File: src/rtl/collision_ctrl_if.sv
// Bundle of game-object positions, car handshake and collision results
// shared between the game logic (master) and collision_ctrl (slave).
interface collision_ctrl_if;
    logic        menuLive;
    logic [10:0] CarX, CarY, CarW, CarH;
    logic [10:0] OilX, OilY;
    logic        OilValid;
    logic [10:0] NosX, NosY;
    logic        NosValid;
    logic [10:0] BarX, BarY;
    logic        BarValid;
    logic        nosLoadedIn;
    logic        noShift;
    logic        nosLoadedOut;
    logic [1:0]  lives;
    logic        invuln;
    logic        game_over;
    logic        oil_hit;
    logic        nos_taken;
    logic        bar_hit;

    modport master (
        output menuLive, CarX, CarY, CarW, CarH, OilX, OilY, OilValid,
               NosX, NosY, NosValid, BarX, BarY, BarValid, nosLoadedIn,
        input  noShift, nosLoadedOut, lives, invuln, game_over,
               oil_hit, nos_taken, bar_hit
    );

    modport slave (
        input  menuLive, CarX, CarY, CarW, CarH, OilX, OilY, OilValid,
               NosX, NosY, NosValid, BarX, BarY, BarValid, nosLoadedIn,
        output noShift, nosLoadedOut, lives, invuln, game_over,
               oil_hit, nos_taken, bar_hit
    );
endinterface

File: src/rtl/collision_ctrl.sv
// Car-versus-object collision handling: oil slicks, barriers (lives), NOS pickup.
// state  | meaning
// PLAY   | normal driving, all collisions live
// OILED  | car skidding, lane changes inhibited until timer expires
// INVULN | post-crash grace period, barrier and oil ignored
// OVER   | no lives left, absorbing until Reset
module collision_ctrl #(
    parameter int OBJ_W         = 64,
    parameter int OBJ_H         = 64,
    parameter int OIL_FRAMES    = 90,
    parameter int INVULN_FRAMES = 120,
    parameter int LIVES_START   = 3
) (
    input logic frame_clk,
    input logic Reset,
    collision_ctrl_if.slave bus
);

    typedef enum logic [1:0] {PLAY, OILED, INVULN, OVER} state_t;

    localparam logic [11:0] HALF_W     = 12'(OBJ_W / 2);
    localparam logic [11:0] FULL_H     = 12'(OBJ_H);
    localparam logic [7:0]  OIL_LOAD   = 8'(OIL_FRAMES);
    localparam logic [7:0]  INV_LOAD   = 8'(INVULN_FRAMES);
    localparam logic [1:0]  LIVES_INIT = 2'(LIVES_START);

    state_t     state;
    logic [7:0] timer;
    logic [1:0] lives_q;
    logic       nos_loaded;
    logic       oil_pulse, nos_pulse, bar_pulse;
    logic       oil_ov, nos_ov, bar_ov;

    // Edges are 12-bit signed so a box hanging off the left of the screen still compares correctly.
    function automatic logic overlap(
        input logic [10:0] cx, cy, cw, ch, ox, oy,
        input logic        valid
    );
        logic signed [11:0] car_l, car_r, car_t, car_b;
        logic signed [11:0] obj_l, obj_r, obj_t, obj_b;
        car_l = {1'b0, cx} - {2'b0, cw[10:1]};
        car_r = {1'b0, cx} + {2'b0, cw[10:1]};
        car_t = {1'b0, cy};
        car_b = {1'b0, cy} + {1'b0, ch};
        obj_l = {1'b0, ox} - HALF_W;
        obj_r = {1'b0, ox} + HALF_W;
        obj_t = {1'b0, oy};
        obj_b = {1'b0, oy} + FULL_H;
        return valid && (car_l < obj_r) && (obj_l < car_r) &&
               (car_t < obj_b) && (obj_t < car_b);
    endfunction

    assign oil_ov = overlap(bus.CarX, bus.CarY, bus.CarW, bus.CarH, bus.OilX, bus.OilY, bus.OilValid);
    assign nos_ov = overlap(bus.CarX, bus.CarY, bus.CarW, bus.CarH, bus.NosX, bus.NosY, bus.NosValid);
    assign bar_ov = overlap(bus.CarX, bus.CarY, bus.CarW, bus.CarH, bus.BarX, bus.BarY, bus.BarValid);

    always_ff @(posedge frame_clk or posedge Reset) begin
        if (Reset) begin
            state      <= PLAY;
            timer      <= '0;
            lives_q    <= LIVES_INIT;
            nos_loaded <= 1'b0;
            oil_pulse  <= 1'b0;
            nos_pulse  <= 1'b0;
            bar_pulse  <= 1'b0;
        end else begin
            oil_pulse <= 1'b0;
            nos_pulse <= 1'b0;
            bar_pulse <= 1'b0;
            if (!bus.menuLive) begin
                // Consumption by the car wins over a pickup on the same tick.
                if (!bus.nosLoadedIn) begin
                    nos_loaded <= 1'b0;
                end else if (state != OVER && nos_ov && !nos_loaded) begin
                    nos_loaded <= 1'b1;
                    nos_pulse  <= 1'b1;
                end

                case (state)
                    PLAY, OILED: begin
                        if (bar_ov) begin
                            bar_pulse <= 1'b1;
                            lives_q   <= lives_q - 2'd1;
                            if (lives_q == 2'd1) begin
                                state <= OVER;
                                timer <= '0;
                            end else begin
                                state <= INVULN;
                                timer <= INV_LOAD;
                            end
                        end else if (oil_ov) begin
                            oil_pulse <= 1'b1;
                            state     <= OILED;
                            timer     <= OIL_LOAD;
                        end else if (state == OILED) begin
                            if (timer == 8'd0) state <= PLAY;
                            else               timer <= timer - 8'd1;
                        end
                    end
                    INVULN: begin
                        if (timer == 8'd0) state <= PLAY;
                        else               timer <= timer - 8'd1;
                    end
                    default: begin
                        state <= OVER;
                    end
                endcase
            end
        end
    end

    assign bus.noShift      = (state == OILED);
    assign bus.invuln       = (state == INVULN);
    assign bus.game_over    = (state == OVER);
    assign bus.lives        = lives_q;
    assign bus.nosLoadedOut = nos_loaded;
    assign bus.oil_hit      = oil_pulse;
    assign bus.nos_taken    = nos_pulse;
    assign bus.bar_hit      = bar_pulse;

endmodule

File: src/flat_wrapper.sv
// flat-port wrapper written by rule: the top's interface ports become plain ports
module collision_ctrl_flat 
#(
    parameter int OBJ_W         = 64,
    parameter int OBJ_H         = 64,
    parameter int OIL_FRAMES    = 90,
    parameter int INVULN_FRAMES = 120,
    parameter int LIVES_START   = 3
)
  (frame_clk, Reset, bus_menuLive, bus_CarX, bus_CarY, bus_CarW, bus_CarH, bus_OilX, bus_OilY, bus_OilValid, bus_NosX, bus_NosY, bus_NosValid, bus_BarX, bus_BarY, bus_BarValid, bus_nosLoadedIn, bus_noShift, bus_nosLoadedOut, bus_lives, bus_invuln, bus_game_over, bus_oil_hit, bus_nos_taken, bus_bar_hit);
  collision_ctrl_if bus_i ();
  input logic frame_clk;
  input logic Reset;
  input wire logic [$bits(bus_i.menuLive)-1:0] bus_menuLive;
  input wire logic [$bits(bus_i.CarX)-1:0] bus_CarX;
  input wire logic [$bits(bus_i.CarY)-1:0] bus_CarY;
  input wire logic [$bits(bus_i.CarW)-1:0] bus_CarW;
  input wire logic [$bits(bus_i.CarH)-1:0] bus_CarH;
  input wire logic [$bits(bus_i.OilX)-1:0] bus_OilX;
  input wire logic [$bits(bus_i.OilY)-1:0] bus_OilY;
  input wire logic [$bits(bus_i.OilValid)-1:0] bus_OilValid;
  input wire logic [$bits(bus_i.NosX)-1:0] bus_NosX;
  input wire logic [$bits(bus_i.NosY)-1:0] bus_NosY;
  input wire logic [$bits(bus_i.NosValid)-1:0] bus_NosValid;
  input wire logic [$bits(bus_i.BarX)-1:0] bus_BarX;
  input wire logic [$bits(bus_i.BarY)-1:0] bus_BarY;
  input wire logic [$bits(bus_i.BarValid)-1:0] bus_BarValid;
  input wire logic [$bits(bus_i.nosLoadedIn)-1:0] bus_nosLoadedIn;
  output wire logic [$bits(bus_i.noShift)-1:0] bus_noShift;
  output wire logic [$bits(bus_i.nosLoadedOut)-1:0] bus_nosLoadedOut;
  output wire logic [$bits(bus_i.lives)-1:0] bus_lives;
  output wire logic [$bits(bus_i.invuln)-1:0] bus_invuln;
  output wire logic [$bits(bus_i.game_over)-1:0] bus_game_over;
  output wire logic [$bits(bus_i.oil_hit)-1:0] bus_oil_hit;
  output wire logic [$bits(bus_i.nos_taken)-1:0] bus_nos_taken;
  output wire logic [$bits(bus_i.bar_hit)-1:0] bus_bar_hit;
  assign bus_i.menuLive = bus_menuLive;
  assign bus_i.CarX = bus_CarX;
  assign bus_i.CarY = bus_CarY;
  assign bus_i.CarW = bus_CarW;
  assign bus_i.CarH = bus_CarH;
  assign bus_i.OilX = bus_OilX;
  assign bus_i.OilY = bus_OilY;
  assign bus_i.OilValid = bus_OilValid;
  assign bus_i.NosX = bus_NosX;
  assign bus_i.NosY = bus_NosY;
  assign bus_i.NosValid = bus_NosValid;
  assign bus_i.BarX = bus_BarX;
  assign bus_i.BarY = bus_BarY;
  assign bus_i.BarValid = bus_BarValid;
  assign bus_i.nosLoadedIn = bus_nosLoadedIn;
  assign bus_noShift = bus_i.noShift;
  assign bus_nosLoadedOut = bus_i.nosLoadedOut;
  assign bus_lives = bus_i.lives;
  assign bus_invuln = bus_i.invuln;
  assign bus_game_over = bus_i.game_over;
  assign bus_oil_hit = bus_i.oil_hit;
  assign bus_nos_taken = bus_i.nos_taken;
  assign bus_bar_hit = bus_i.bar_hit;
  collision_ctrl #(.OBJ_W(OBJ_W), .OBJ_H(OBJ_H), .OIL_FRAMES(OIL_FRAMES), .INVULN_FRAMES(INVULN_FRAMES), .LIVES_START(LIVES_START)) u_core (.frame_clk(frame_clk), .Reset(Reset), .bus(bus_i));
endmodule
File: config.mk
export PLATFORM = sky130hd
export DESIGN_NAME = collision_ctrl_flat
export DESIGN_NICKNAME = d
export VERILOG_FILES = /design/src/rtl/collision_ctrl_if.sv /design/src/rtl/collision_ctrl.sv /design/src/flat_wrapper.sv
export SDC_FILE = /design/constraint.sdc
export NUM_CORES = 1
export LEC_CHECK = 0
export ABC_CLOCK_PERIOD_IN_PS = 2600
export CAP_MARGIN = 10
export CELL_PAD_IN_SITES_DETAIL_PLACEMENT = 0
export CELL_PAD_IN_SITES_GLOBAL_PLACEMENT = 2
export CORE_ASPECT_RATIO = 1.75
export CORE_MARGIN = 1.5
export CORE_UTILIZATION = 31
export CTS_CLUSTER_DIAMETER = 120
export CTS_CLUSTER_SIZE = 20
export DETAILED_ROUTE_END_ITERATION = 6
export PLACE_DENSITY_LB_ADDON = 0.1
export SYNTH_ARGS = -nofsm -noshare
export SYNTH_HDL_FRONTEND = slang
export SYNTH_SLANG_ARGS = --single-unit
File: constraint.sdc
create_clock -name frame_clk -period 2.6 [get_ports frame_clk]
set_input_delay 0.26 -clock frame_clk [delete_from_list [all_inputs] [get_ports frame_clk]]
set_output_delay 0.26 -clock frame_clk [all_outputs]
set_load 0.01 [all_outputs]
==> results of run 1 <==
## stage by stage
step                      TNS (ns)  std cells  utilization (%)
after floorplan             -17.19        731                -
final                       -23.25       1335             55.6
after global routing        -26.35       1335             55.6
after CTS                   -24.34       1329             54.2
after detailed placement    -43.03       1299             49.0
after global placement      -40.04       1299             49.0
## worst max-delay path, delay by kind of cell
family                   cells  cell delay, ns
AO/OA/AOI/OAI               12            2.17
XOR/XNOR                     1            0.17
adder cells (fa/ha/maj)      3            0.73
buffers and inverters        5            0.46
AND/OR/NAND/NOR              3            0.60
## layout make-up
class                   count  share of cell area (%)
multi-input cells         625                    58.0
inverters                  78                    2.97
repair buffers            374                    31.4
clock buffers               4                   0.864
flip-flops and latches     16                    3.92
well taps                 238                    2.90
## where the power goes
group          internal (mW)  total, mW  switching, mW  leakage [nW]
sequential             0.353      0.446         0.0933         0.200
clock                  0.234      0.332         0.0987        0.0442
combinational           1.73       3.33           1.60          4.62
total                   2.31       4.10           1.79          4.87
## kinds of logic (layout without fill, tap and decap cells)
kind of cell | count (synthesis) | count (layout) | synth area share (%)
and+or+nand+nor | 196 | 196 | 17.4
muxes | 2 | 2 | 0.366
xor gates and xnor gates | 52 | 52 | 7.83
adders and majority gates | 170 | 170 | 36.9
AOI/OAI and AO/OA | 205 | 205 | 24.3
buffers and inverters | 90 | 456 | 6.19
DFF | 16 | 16 | 6.92
## worst max path at each step
stage / startpoint / end / slack (ns) / cells after the start
floorplan: bus_CarX[0] / u_core.timer[7] / -1.36 / 21
global placement: bus_CarX[0] / u_core.timer[7] / -2.78 / 24
detailed placement: bus_CarX[0] / u_core.timer[6] / -2.96 / 24
CTS: bus_CarX[0] / u_core.timer[7] / -1.73 / 24
global route: bus_CarX[0] / u_core.timer[7] / -1.87 / 24
finish: bus_CarX[0] / u_core.timer[7] / -1.67 / 24
## repair_timing
| action | 4_1_cts | 5_1_grt |
|---|---|---|
| pin swaps | 86 | 39 |
| gates resized for setup | 205 | 40 |
| endpoints found under the setup margin | 16 | 16 |
| buffers inserted | 29 | 7 |
| endpoints found under the hold margin | 0 | 0 |
## registers in the layout, summed over array words and instances, names as in the netlist
| register | flops |
|---|---|
| u_core.bus.lives | 2 |
| u_core.state | 2 |
| u_core.bus.bar_hit | 1 |
| u_core.bus.nosLoadedOut | 1 |
| u_core.bus.oil_hit | 1 |
| u_core.bus.nos_taken | 1 |
| u_core.timer | 8 |
## metal layers
metal  global-route usage, %  up-vias
met5                       0        -
li1                        -     3419
met4                    12.4        0
met2                    48.6      166
met3                    2.05       67
met1                    20.1     3158
## layout by cell type, fill, tap and decap left out, drive strengths merged, types with 4 or more instances in the layout
cell,synthesis,layout
xnor2,26,26
clkdlybuf4s15,0,4
o21bai,10,10
o21a,13,13
and3,10,10
o21ai,48,48
buf,3,260
inv,78,78
nand3,36,36
ha,166,166
a211oi,10,10
a21o,13,13
and4,6,6
nor3,26,26
dlygate4sd2,0,13
a2111oi,4,4
nor2,46,46
a31oi,5,5
o31ai,9,9
o211ai,8,8
xor2,26,26
dfrtp,14,14
nor2b,7,7
clkdlybuf4s50,0,97
nand2,29,29
a211o,8,8
clkbuf,9,4
a21oi,44,44
nand2b,14,14
a21boi,4,4
==> summary.json, run 1 <==
{
  "finish": {
    "multi_input_combinational_cell_area_um2": 5960,
    "n_antenna_cell": 0,
    "final_design_area_no_fill_um2": 10300,
    "syn_to_final_growth_pct": 76.8,
    "final_net_count": 1384,
    "sequential_cell_area_um2": 403,
    "layout-drive-gt1-share_pct": 37.2,
    "num-fill-cells": 1776
  },
  "sta": {
    "final_max_slew_viol_count": 0,
    "fmax_mhz": 234,
    "timing.max_slew.rel_slack_pct": 53.4,
    "layout_setup_ws_ns": -1.67,
    "clock_skew_ns": 0.00245,
    "fin_crit_sh_pct": 164,
    "timing.final.hold_violations": 0,
    "finalCriticalPeriod_ns": 4.27,
    "hold-worst-slack_ns": 0.413,
    "rsz0062_at_grt": "yes",
    "tightestPinTransition_ns": 0.698,
    "setup-violations-final": 16
  },
  "outcome": {
    "violations": "setup timing",
    "run_status": "complete, but fails checks"
  },
  "floorplan": {
    "chipWidth_um": 107,
    "die_outline_area_um2": 19600,
    "core_um2": 18500,
    "initial_core_util_pct": 31.5,
    "vert_die_dim_um": 184,
    "placementRows": 66,
    "boundaryPins": 126
  },
  "worst_setup_path": {
    "worstReg2RegStart": "u_core.state[0]",
    "end_kind": "flop",
    "crit_slowest_cell": "sky130_fd_sc_hd__a2111oi_4",
    "rrSetupSlack_ns": 0.39,
    "crit_chain": "buf_12, inv_12, ha_4, inv_2, fa_2, a21o_1, a21oi_2, o21bai_1, a21oi_2, o21bai_1, a21oi_2, buf_4, xnor2_4, ha_4, and4_4, a2111oi_4, o21ai_2, nor2_4, a21oi_4, buf_6, a211o_4, a21oi_4, and4b_1, a21o_1",
    "rr_worst_depth": 8,
    "crit_required_ns": 2.73,
    "timing.critical_path.from_type": "input pin",
    "critPathKind": "input pin to flop",
    "cp_common_cell": "sky130_fd_sc_hd__a21oi_2",
    "path_max_fanout": 7,
    "cpPeakStageDelay_ns": 0.38,
    "worst-endpoint-arrival_ns": 4.40,
    "regToRegEndpoint": "u_core.bus.nosLoadedOut"
  },
  "global_route": {
    "wire_length_of_the_first_global_routing_pass_mm": 35.2,
    "antenna_found_initial": 0,
    "first_global_vias": 7382,
    "grt_util_all_layers_pct": 22.9,
    "grt_start_max_net_pins": 17,
    "grt.overflow.total": 0
  },
  "route": {
    "average_vias_per_placed_instance": 5.10,
    "drt_drc_violations_left": 0,
    "post_drt_wl_per_cell_um": 17.0,
    "route.met3.wl_um": 792,
    "antenna_left": 0,
    "detailroute.wirelength.met2_mm": 13.2,
    "maxUsedRoutingLayer": "met4",
    "routed_wl_mm": 22.7,
    "wl_met1_mm": 7.22,
    "detail_route.first_pass.iterations": 4,
    "vias": 6810,
    "drt_first_iter_violations": 144
  },
  "clocking": {
    "worst_path_clk_slew_ns": 0.05,
    "clk_path_buf_depth": 2,
    "cts.sinks": 16,
    "tritoncts_buffers": 3,
    "clk_latency_ns": 0.24,
    "cts_tree": "built",
    "clock-root-buffer": "sky130_fd_sc_hd__clkbuf_16",
    "post_cts_hold_buffer_count": 0,
    "h_tree_depth": 1
  },
  "power": {
    "max-vdd-ir-drop_uv": 329,
    "cellPowerDensity_nw_per_um2": 399,
    "power.leakage_nw": 4.87,
    "totalPowerFinal_mw": 4.10
  },
  "logic_synthesis": {
    "post_synth_most_frequent_cells": "sky130_fd_sc_hd__ha_1 (166), sky130_fd_sc_hd__inv_1 (78), sky130_fd_sc_hd__nor2_1 (46)",
    "synth-main-ff-cell": "sky130_fd_sc_hd__dfrtp_1",
    "synth_seq_cells": 16,
    "yosysWarnings": 0,
    "synth_cell_types": 72,
    "synthMostInstantiatedCell": "sky130_fd_sc_hd__ha_1",
    "synth_seq_area_share_pct": 6.92,
    "ys_top_cells_by_area": "sky130_fd_sc_hd__ha_1 (36%), sky130_fd_sc_hd__dfrtp_1 (6.0%), sky130_fd_sc_hd__inv_1 (5.0%), sky130_fd_sc_hd__xnor2_1 (3.9%), sky130_fd_sc_hd__xor2_1 (3.9%)",
    "postSynthNetCount": 1017,
    "syn-cell-area_um2": 5820,
    "postSynth.asyncResetShare_pct": 100,
    "syn_avg_cell_area_um2": 7.96,
    "synth_enable_flop_cells": 0,
    "yosys.area.top_type_share_pct": 35.7,
    "netlist_instances": 731,
    "synth.largest_area_cell": "sky130_fd_sc_hd__ha_1"
  },
  "placed_design": {
    "dp_hpwl_mm": 19.3,
    "pre_cts_ws_ns": -2.96,
    "number_of_i_o_port_buffers": 124,
    "place_area_um2": 9060,
    "gpl.final_weighted_congestion": 0.907
  },
  "hold_path": {
    "min_path_type": "input pin to asynchronous set/reset pin"
  },
  "run": {
    "max_cap_violations": 0
  }
}
(Power assumes the default switching activity.)
==> inputs of run 2 (changes only) <==
ABC_CLOCK_PERIOD_IN_PS = 3900   (was 2600)
CORE_UTILIZATION = 28   (was 31)
SETUP_SLACK_MARGIN = 0.1   (was not set)
clock period = 3.9 ns   (was 2.6 ns; I/O delays follow)
==> run 2 against run 1 <==
Effect of this change: the flow finishes with violations (DRC, setup timing); cell count fell by 4.1%; core utilization fell by 9.0 points; clock power shrank 39%; global-route usage shrank 3.2 points; critical path depth shrank 1; wire length down 5.0%; clock-buffer cell count unchanged; non-clock buffer count down 65; largest cell class unchanged; highest routed layer unchanged.
==> summary.json, run 2 (synthesis results as in run 1) <==
{
  "outcome": {
    "run_status": "complete, but fails checks",
    "violations": "DRC, setup timing"
  },
  "finish": {
    "final_design_area_no_fill": {"value": 9490, "unit": "µm²", "change": "-7.7%"},
    "largest_register_ffs": {"value": 8, "change": "unchanged"},
    "n_antenna_cell": {"value": 0, "change": "unchanged"},
    "regMostFlops": "u_core.timer",
    "layout-drive-gt1-share": {"value": 30.2, "unit": "%", "change": "-7.0 points"},
    "final_net_count": {"value": 1319, "change": "-4.7%"},
    "syn_to_final_growth_pct": 63.1,
    "leading_cell_types_in_the_layout_fill_and_taps_excluded": "sky130_fd_sc_hd__buf_4 (169), sky130_fd_sc_hd__ha_1 (147), sky130_fd_sc_hd__clkdlybuf4s50_1 (107), sky130_fd_sc_hd__inv_1 (70), sky130_fd_sc_hd__nor2_1 (44)",
    "fin_util": {"value": 46.6, "unit": "%", "change": "-9.0 points"},
    "mostFrequentLayoutCell": "sky130_fd_sc_hd__buf_4",
    "final_cell_count_without_fillers": {"value": 1280, "change": "-4.1%"}
  },
  "power": {
    "max-vdd-ir-drop": {"value": 263, "unit": "µV", "change": "-20%"},
    "totalPowerFinal": {"value": 2.50, "unit": "mW", "change": "-39%"},
    "cellPowerDensity": {"value": 263, "unit": "nW/µm²", "change": "-34%"},
    "power.leakage": {"value": 4.47, "unit": "nW", "change": "-8.0%"}
  },
  "worst_setup_path": {
    "crit_buf_inv": {"value": 4, "change": "-1"},
    "crit_slowest_cell": "sky130_fd_sc_hd__or4b_4",
    "end_kind": "flop",
    "worstReg2RegStart": "u_core.state[1]",
    "timing.critical_path.from_type": "input pin",
    "critPathTopFamily": "compound AO/OA/AOI/OAI gates",
    "crit_required": {"value": 4.04, "unit": "ns", "change": "+1.31 ns"},
    "critPathKind": "input pin to flop",
    "rrSetupSlack": {"value": 1.49, "unit": "ns", "change": "+1.10 ns"},
    "cpPeakStageDelay": {"value": 0.49, "unit": "ns", "change": "+0.11 ns"},
    "regToRegEndpoint": "u_core.bus.nosLoadedOut",
    "path_max_fanout": {"value": 7, "change": "unchanged"},
    "crit_chain": "buf_8, buf_6, ha_4, nor2b_4, o21a_1, o21bai_1, a21oi_1, o21ai_1, a21oi_2, buf_4, o21ai_2, or4b_4, o311ai_4, buf_6, ha_4, and4_4, a221oi_2, a21o_1, o211ai_1, a211o_4, a21oi_4, and4b_1, a21o_1",
    "rr_worst_depth": {"value": 8, "change": "unchanged"},
    "worst-endpoint-arrival": {"value": 4.54, "unit": "ns", "change": "+0.14 ns"}
  },
  "global_route": {
    "grt.overflow.total": {"value": 0, "change": "unchanged"},
    "wire_length_of_the_first_global_routing_pass": {"value": 34.2, "unit": "mm", "change": "-2.9%"},
    "first_global_vias": {"value": 7011, "change": "-5.0%"},
    "antenna_found_initial": {"value": 0, "change": "unchanged"},
    "grt_util_all_layers": {"value": 19.7, "unit": "%", "change": "-3.2 points"},
    "grt_start_max_net_pins": {"value": 17, "change": "unchanged"}
  },
  "route": {
    "drt_drc_violations_left": {"value": 8, "change": "+8"},
    "vias": {"value": 6457, "change": "-5.2%"},
    "detail_route.first_pass.iterations": {"value": 7, "change": "+3"},
    "routed_wl": {"value": 21.5, "unit": "mm", "change": "-5.0%"},
    "antenna_left": {"value": 0, "change": "unchanged"},
    "post_drt_wl_per_cell": {"value": 16.8, "unit": "µm", "change": "-0.92%"},
    "average_vias_per_placed_instance": {"value": 5.04, "change": "-1.1%"},
    "drt_first_iter_violations": {"value": 126, "change": "-13%"}
  },
  "clocking": {
    "cts.sinks": {"value": 16, "change": "unchanged"},
    "tritoncts_buffers": {"value": 3, "change": "unchanged"},
    "post_cts_hold_buffer_count": {"value": 0, "change": "unchanged"},
    "clk_latency": {"value": 0.24, "unit": "ns", "change": "about the same"},
    "worst_path_clk_slew": {"value": 0.05, "unit": "ns", "change": "about the same"},
    "h_tree_depth": {"value": 1, "change": "unchanged"},
    "clk_path_buf_depth": {"value": 2, "change": "unchanged"},
    "cts_tree": "built",
    "clock-root-buffer": "sky130_fd_sc_hd__clkbuf_16"
  },
  "floorplan": {
    "core": {"value": 20400, "unit": "µm²", "change": "+10%"},
    "chipWidth": {"value": 112, "unit": "µm", "change": "+5.1%"},
    "placementRows": {"value": 69, "change": "+4.5%"},
    "die_outline_area": {"value": 21700, "unit": "µm²", "change": "+10%"},
    "vert_die_dim": {"value": 194, "unit": "µm", "change": "+5.1%"},
    "initial_core_util": {"value": 28.6, "unit": "%", "change": "-2.9 points"},
    "boundaryPins": {"value": 126, "change": "unchanged"}
  },
  "placed_design": {
    "pre_cts_ws": {"value": -1.56, "unit": "ns", "change": "+1.40 ns"},
    "dp_hpwl": {"value": 18.7, "unit": "mm", "change": "-3.1%"},
    "dpl.cell_count": {"value": 1245, "change": "-4.2%"},
    "number_of_i_o_port_buffers": {"value": 124, "change": "unchanged"},
    "gpl.final_weighted_congestion": {"value": 0.849, "change": "-6.4%"},
    "place_area": {"value": 8570, "unit": "µm²", "change": "-5.4%"}
  },
  "sta": {
    "tightestPinTransition": {"value": 0.682, "unit": "ns", "change": "-0.0153 ns"},
    "fin_crit_sh_pct": 113,
    "final_max_slew_viol_count": {"value": 0, "change": "unchanged"},
    "timing.max_slew.rel_slack": {"value": 54.4, "unit": "%", "change": "+1.0 points"},
    "layout_setup_ws": {"value": -0.503, "unit": "ns", "change": "+1.17 ns"},
    "setup-violations-final": {"value": 14, "change": "-2"},
    "timing.final.hold_violations": {"value": 0, "change": "unchanged"},
    "timing.setup.tns": {"value": -5.54, "unit": "ns", "change": "+17.71 ns"},
    "hold-worst-slack": {"value": 0.490, "unit": "ns", "change": "+0.0765 ns"},
    "clock_skew": {"value": 0.00113, "unit": "ns", "change": "-0.00131 ns"},
    "finalCriticalPeriod_ns": 4.40,
    "fmax_mhz": 227,
    "rsz0062_at_grt": "yes"
  },
  "run": {
    "max_cap_violations": {"value": 0, "change": "unchanged"}
  },
  "hold_path": {
    "worst_hold_path.num_cells": 1,
    "min_path_type": "flop to flop",
    "worstHoldStart": "u_core.timer[3]",
    "hold_end": "u_core.timer[3]"
  }
}
-- run 2: cell types whose count changed in the layout (fill, tap and decap cells not counted), moves of 4 or more --
cell,previous run,this run
sky130_fd_sc_hd__buf_4,227,169
sky130_fd_sc_hd__buf_6,28,18
sky130_fd_sc_hd__clkdlybuf4s50_1,97,107
sky130_fd_sc_hd__ha_1,138,147
sky130_fd_sc_hd__dlygate4sd2_1,13,5
sky130_fd_sc_hd__ha_4,23,17
sky130_fd_sc_hd__inv_1,65,70
sky130_fd_sc_hd__inv_2,12,7
sky130_fd_sc_hd__buf_2,1,5
sky130_fd_sc_hd__o21ai_2,10,6
-- run 2: worst register-to-register path: stages, from the launching register on --
cell and delay (ns):
sky130_fd_sc_hd__dfrtp_1 0.51, sky130_fd_sc_hd__and2_1 0.23, sky130_fd_sc_hd__nor2_1 0.25, sky130_fd_sc_hd__nand4b_1 0.27, sky130_fd_sc_hd__a2111oi_4 0.41, sky130_fd_sc_hd__o2111ai_2 0.19, sky130_fd_sc_hd__a2111oi_4 0.22, sky130_fd_sc_hd__buf_4 0.17
sky130_fd_sc_hd__nand2b_4 0.10
-- run 2: final cells by class --
class                      instances  area (µm²)
tap                              248         310
clock buffer                       4        78.8
multi-input combinational        625        5730
inverter                          78         305
sequential                        16         403
timing repair buffer             309        2660
fill                            2091       10900
-- run 2: layer usage --
layer	global-route usage, %	wire, µm
met4	5.86	731
met1	18.9	7650
met5	0	0
met3	1.34	557
met2	42.7	12600
-- run 2: worst max-delay path by stage --
stage | start | end | slack [ns] | cells past startpoint
floorplan | bus_CarX[0] | u_core.timer[7] | -0.19 | 21
global placement | bus_CarX[0] | u_core.timer[3] | -1.40 | 23
detailed placement | bus_CarX[0] | u_core.timer[3] | -1.56 | 25
CTS | bus_CarX[0] | u_core.timer[7] | -0.66 | 23
global route | bus_CarX[0] | u_core.timer[3] | -0.74 | 25
finish | bus_CarX[0] | u_core.timer[7] | -0.50 | 23
-- run 2: where the power goes --
group,internal [mW],switching (mW)
registers,0.235,0.0704
clock network,0.139,0.0644
logic,1.02,0.967
total,1.39,1.10
-- run 2: repair_timing --
item,CTS,global route
gates resized for setup,149,23
pin swaps,55,40
setup endpoints to repair,16,16
buffers inserted,23,11
